--- src/rtl/rhd_acq_sequencer.sv ---
// RHD2132 command scheduler: config writes, calibration, then CONVERT
// round-robin with re-tagging of the chip's two-deep result pipeline.
module rhd_acq_sequencer #(
  parameter int          NUM_CFG    = 18,
  parameter int          NUM_CH     = 32,
  parameter int          NUM_CALDUM = 9,
  parameter logic [15:0] DUMMY_CMD  = 16'hE800
) (
  input  logic        clk25,
  input  logic        rst,
  input  logic        start,
  input  logic        stop,
  output logic [4:0]  cfg_addr,
  input  logic [13:0] cfg_data,
  output logic        cmd_valid,
  output logic [15:0] cmd_data,
  input  logic        cmd_ready,
  input  logic        rsp_valid,
  input  logic [15:0] rsp_data,
  output logic        sample_valid,
  output logic [15:0] sample_data,
  output logic [4:0]  sample_chan,
  output logic        frame_start,
  output logic        busy,
  output logic        config_done
);

  typedef enum logic [2:0] {
    S_IDLE,
    S_CFG,
    S_CAL,
    S_CALDUM,
    S_SCAN,
    S_FLUSH
  } state_t;

  localparam logic [4:0]  LAST_CFG = 5'(NUM_CFG - 1);
  localparam logic [4:0]  LAST_CH  = 5'(NUM_CH - 1);
  localparam logic [3:0]  LAST_DUM = 4'(NUM_CALDUM - 1);
  localparam logic [15:0] CAL_CMD  = 16'h5500;

  state_t      state;
  state_t      state_n;
  logic        pend;
  logic        fin;
  logic        stop_lat;
  logic [4:0]  idx;
  logic [4:0]  ch;
  logic [3:0]  dcnt;
  logic [5:0]  tag;
  logic [5:0]  cur_tag;
  logic [5:0]  t1;
  logic [5:0]  t2;
  logic        acc;
  logic        rsp_fire;
  logic        issue;
  logic        go;
  logic        done;
  logic [15:0] next_cmd;

  assign acc         = cmd_valid & cmd_ready;
  assign rsp_fire    = rsp_valid & pend;
  assign issue       = (state != S_IDLE) & ~pend & ~cmd_valid;
  assign go          = (state == S_IDLE) & start;
  assign done        = (state == S_FLUSH) & (state_n == S_IDLE);
  assign tag         = {state == S_SCAN, ch};
  assign busy        = (state != S_IDLE);
  assign config_done = (state == S_SCAN);
  assign cfg_addr    = idx;

  always_ff @(posedge clk25 or posedge rst) begin
    if (rst) begin
      state <= S_IDLE;
    end else begin
      state <= state_n;
    end
  end

  always_comb begin
    state_n = state;
    unique case (state)
      S_IDLE: begin
        if (start) state_n = S_CFG;
      end
      S_CFG: begin
        if (rsp_fire && idx == LAST_CFG) state_n = S_CAL;
      end
      S_CAL: begin
        if (rsp_fire) state_n = S_CALDUM;
      end
      S_CALDUM: begin
        if (rsp_fire && dcnt == LAST_DUM) state_n = S_SCAN;
      end
      S_SCAN: begin
        if (rsp_fire && fin) state_n = S_FLUSH;
      end
      S_FLUSH: begin
        if (rsp_fire && dcnt == 4'd1) state_n = S_IDLE;
      end
      default: state_n = S_IDLE;
    endcase
  end

  always_comb begin
    next_cmd = DUMMY_CMD;
    unique case (state)
      S_CFG:   next_cmd = {2'b10, cfg_data};
      S_CAL:   next_cmd = CAL_CMD;
      S_SCAN:  next_cmd = {3'b000, ch, 8'h00};
      default: next_cmd = DUMMY_CMD;
    endcase
  end

  always_ff @(posedge clk25 or posedge rst) begin
    if (rst) begin
      cmd_valid    <= 1'b0;
      cmd_data     <= 16'h0000;
      pend         <= 1'b0;
      fin          <= 1'b0;
      stop_lat     <= 1'b0;
      idx          <= 5'd0;
      ch           <= 5'd0;
      dcnt         <= 4'd0;
      cur_tag      <= 6'd0;
      t1           <= 6'd0;
      t2           <= 6'd0;
      sample_valid <= 1'b0;
      sample_data  <= 16'h0000;
      sample_chan  <= 5'd0;
      frame_start  <= 1'b0;
    end else begin
      sample_valid <= 1'b0;
      frame_start  <= 1'b0;

      if (issue) begin
        cmd_valid <= 1'b1;
        cmd_data  <= next_cmd;
      end

      if (acc) begin
        cmd_valid <= 1'b0;
        pend      <= 1'b1;
        cur_tag   <= tag;
        if (state == S_SCAN) begin
          ch  <= (ch == LAST_CH) ? 5'd0 : ch + 5'd1;
          fin <= (ch == LAST_CH) & stop_lat;
        end
      end

      // the word returned now carries the result of the command two back
      if (rsp_fire) begin
        pend <= 1'b0;
        t2   <= t1;
        t1   <= cur_tag;
        if (t2[5]) begin
          sample_valid <= 1'b1;
          sample_data  <= rsp_data;
          sample_chan  <= t2[4:0];
          frame_start  <= (t2[4:0] == 5'd0);
        end
        unique case (state)
          S_CFG: begin
            if (idx != LAST_CFG) idx <= idx + 5'd1;
          end
          S_CAL: begin
            dcnt <= 4'd0;
          end
          S_CALDUM: begin
            if (dcnt == LAST_DUM) ch <= 5'd0;
            else                  dcnt <= dcnt + 4'd1;
          end
          S_SCAN: begin
            if (fin) dcnt <= 4'd0;
          end
          S_FLUSH: begin
            dcnt <= dcnt + 4'd1;
          end
          default: begin
          end
        endcase
      end

      if (busy && stop) stop_lat <= 1'b1;

      if (go) begin
        idx      <= 5'd0;
        ch       <= 5'd0;
        dcnt     <= 4'd0;
        t1       <= 6'd0;
        t2       <= 6'd0;
        fin      <= 1'b0;
        pend     <= 1'b0;
        stop_lat <= 1'b0;
      end

      if (done) begin
        stop_lat <= 1'b0;
        fin      <= 1'b0;
      end
    end
  end

endmodule

--- config.mk ---
export PLATFORM = sky130hd
export DESIGN_NAME = rhd_acq_sequencer
export DESIGN_NICKNAME = d
export VERILOG_FILES = /design/src/rtl/rhd_acq_sequencer.sv
export SDC_FILE = /design/constraint.sdc
export NUM_CORES = 1
export LEC_CHECK = 0
export ABC_AREA = 1
export CAP_MARGIN = 20
export CORE_MARGIN = 2
export CORE_UTILIZATION = 54
export DETAILED_ROUTE_END_ITERATION = 12
export GPL_ROUTABILITY_DRIVEN = 0
export PLACE_DENSITY = 0.85
export SETUP_SLACK_MARGIN = 0.02
export SLEW_MARGIN = 30
export SYNTH_ARGS = -nofsm -noshare
export SYNTH_HDL_FRONTEND = slang
export SYNTH_SLANG_ARGS = --single-unit
--- constraint.sdc ---
create_clock -name clk25 -period 4.7 [get_ports clk25]
set_input_delay 0.94 -clock clk25 [delete_from_list [all_inputs] [get_ports clk25]]
set_output_delay 0.94 -clock clk25 [all_outputs]
set_load 0.01 [all_outputs]
==> flow_summary.json <==
{
  "timing.final.crit_share_pct": 59.09,
  "num_rows": 29,
  "io_pins": 83,
  "fin_crit_ns": 2.777,
  "slowest_delay_ns": 0.56,
  "drive_gt1_share_pct": 8.367,
  "cts_inserted_buffers": 9,
  "regArea_sq_mm": 0.001952,
  "antenna_found_initial": 0,
  "finalSetupViolCount": 0,
  "n_antenna_cell": 0,
  "dp_hpwl_um": 5992,
  "yosysWarnings": 0,
  "hold_viol": 0,
  "syn_area_per_cell_sq_um": 8.683,
  "final_common_cell": "nand2_1",
  "synth_flop_cell": "dfrtp_1",
  "initial_core_util_pct": 56.29,
  "cts_tree": "built",
  "stdcell_count": 579,
  "status": "finished clean",
  "syn_to_final_growth_pct": 29.72,
  "grt_max_degree": 62,
  "cp_max_fo": 8,
  "cts_hold_buf": 0,
  "grt_pass1_wl_um": 14130,
  "placed_area_sq_mm": 0.004443,
  "cts_setup_buffers": 0,
  "cts_sinks": 78,
  "powerDensity_mw_per_mm2": 554.9,
  "max_slew_margin_pct": 50.21,
  "cpLargestDelayFamily": "buffers and inverters",
  "cp.depth": 4,
  "async_flop_share_pct": 100.0,
  "grt_overflow_total": 0,
  "synthesis.nets": 457,
  "grt_usage_pct": 24.21,
  "fin_nets": 540,
  "via_count": 3069,
  "portBuffers": 82,
  "clockBufferDepth": 2,
  "multi_input_area_sq_mm": 0.001383,
  "cts-root-buf": "clkbuf_8",
  "synth-edff-count": 0,
  "fin_total_pwr_mw": 2.588,
  "endpoint": "config_done",
  "grt_pass1_vias": 3024,
  "drt_iter0_drc": 243,
  "r2r-end": "dcnt[0]",
  "htree_levels": 3,
  "synth-seq-cells": 78,
  "clk_pin_slew_ns": 0.07,
  "r2r.worst_path.cells": 8,
  "drt-total-wl_um": 8314,
  "p_leak_nw": 2.334,
  "worst-path-buf-inv": 2,
  "drc": 0,
  "syn_area_sq_mm": 0.003595,
  "die_w_um": 85.59,
  "drtAntennaViolNets": 0,
  "drtPass1Iterations": 5,
  "crit_type": "reg2out",
  "design_area_sq_mm": 0.004663,
  "mostFrequentLayoutCells": "127 x nand2_1, 82 x clkdlybuf4s50_1, 78 x dfrtp_1, 41 x inv_1, 34 x nor2_1",
  "fillerInstances": 476,
  "yosysSeqAreaShare_pct": 54.30,
  "fin_tns_setup_ns": 0,
  "finalClockSkew_ns": 0.01103,
  "end_kind": "primary output",
  "clk_latency_ns": 0.34,
  "routedWlPerCell_um": 14.36,
  "startpoint": "state[0]",
  "synth_cell_types": 31,
  "worstHoldPathType": "reg2reg",
  "dieArea_sq_mm": 0.007326,
  "cts_resized": 0,
  "max_freq_ghz": 0.3601,
  "timing.rr.start": "state[0]",
  "syn_inst": 414,
  "rsz0062_at_grt": "false",
  "worst_setup_path_start_kind": "flop",
  "cp.arrival_ns": 1.84,
  "crit_required_ns": 3.76,
  "irDropWorstVdd_v": 0.0003678,
  "crit_path_top_delay_cell": "clkdlybuf4s50_1",
  "worstMarginPinSlew_ns": 0.7468,
  "vias_per_cell": 5.301,
  "die_h_um": 85.59,
  "dp.cells": 563,
  "max_cap_viol_count": 0,
  "r2r_slack_ns": 2.93,
  "crit_chain": "nor2_4, nand2_4, inv_2, clkdlybuf4s50_1",
  "fp.coreArea_sq_mm": 0.006386,
  "maxSlewViolCount": 0
}
[report_power, final]
part	switching, mW	internal, mW
combinational	0.562	0.480
clock	0.229	0.304
sequential	0.135	0.877
total	0.926	1.66
[registers in the layout, indices dropped and copies added (netlist names)]
| register | count |
|---|---|
| sample_data | 16 |
| state | 3 |
| cmd_data | 16 |
| cfg_addr | 5 |
| t1 | 6 |
| frame_start | 1 |
| cur_tag | 6 |
| t2 | 6 |
| pend | 1 |
| sample_valid | 1 |
| dcnt | 4 |
| stop_lat | 1 |
| ch | 5 |
| sample_chan | 5 |
| cmd_valid | 1 |
| fin | 1 |
[how the worst min path moves through the flow]
stage | startpoint | endpoint | slack (ns) | depth (start not counted)
5_1_grt | t2[3] | frame_start | 0.46 | 1
3_5_place_dp | t2[3] | frame_start | 0.42 | 1
6_report | t2[3] | frame_start | 0.44 | 1
4_1_cts | t2[3] | frame_start | 0.43 | 1
2_1_floorplan | t2[3] | frame_start | 0.41 | 1
3_3_place_gp | t2[3] | frame_start | 0.42 | 1
[metrics by stage]
step                setup WS [ns]  hold WS, ns  utilization (%)
floorplan                   1.765       0.4086                -
global placement            2.230       0.4187            69.57
CTS                         1.937       0.4322            73.02
finish                      1.923       0.4408            73.02
global route                1.860       0.4616            73.02
detailed placement          2.169       0.4221            69.57
[synth_stat cells (2+ instances only)]
cell type / count / area (sq um)
xor2_1: 4 / 35.03
o21ai_0: 26 / 130.1
nand3_1: 21 / 105.1
clkbuf_1: 3 / 11.26
nand3_4: 2 / 35.03
a21oi_1: 5 / 25.02
o21ai_1: 7 / 35.03
nand2_1: 127 / 476.7
buf_4: 3 / 22.52
o211ai_1: 3 / 22.52
buf_6: 3 / 33.78
inv_2: 7 / 26.28
dfrtp_1: 78 / 1952
nand2_2: 5 / 31.28
nor2_4: 2 / 22.52
nor2_1: 34 / 127.6
nor3_1: 2 / 10.01
nand3_2: 3 / 30.03
nand4_1: 6 / 37.54
a31oi_1: 12 / 75.07
ha_1: 7 / 87.58
nand2_4: 4 / 45.04
inv_1: 42 / 157.7
[final cells by class]
| cell class | count | area share (%) |
|---|---|---|
| inverter | 49 | 3.944 |
| sequential | 78 | 41.86 |
| timing repair buffer | 83 | 17.76 |
| clock inverter | 2 | 0.8049 |
| tap | 77 | 2.066 |
| clock buffer | 14 | 3.917 |
| multi-input combinational | 276 | 29.65 |
[logic make-up after synthesis]
group,count (synthesis),synth area share [%]
flops,78,54.30
buf+inv,60,7.240
fa+ha+maj,7,2.436
simple gates,208,26.17
xor+xnor,5,1.218
compound gates,56,8.632
[routing by layer]
metal	wire length, um	up-vias	track usage [%]
met5	0	-	0
met4	181	0	8.947
met3	584	20	4.139
met2	3900	132	38.78
met1	3647	1432	33.53
li1	-	1485	-
Power figures use the tool's default switching activity.
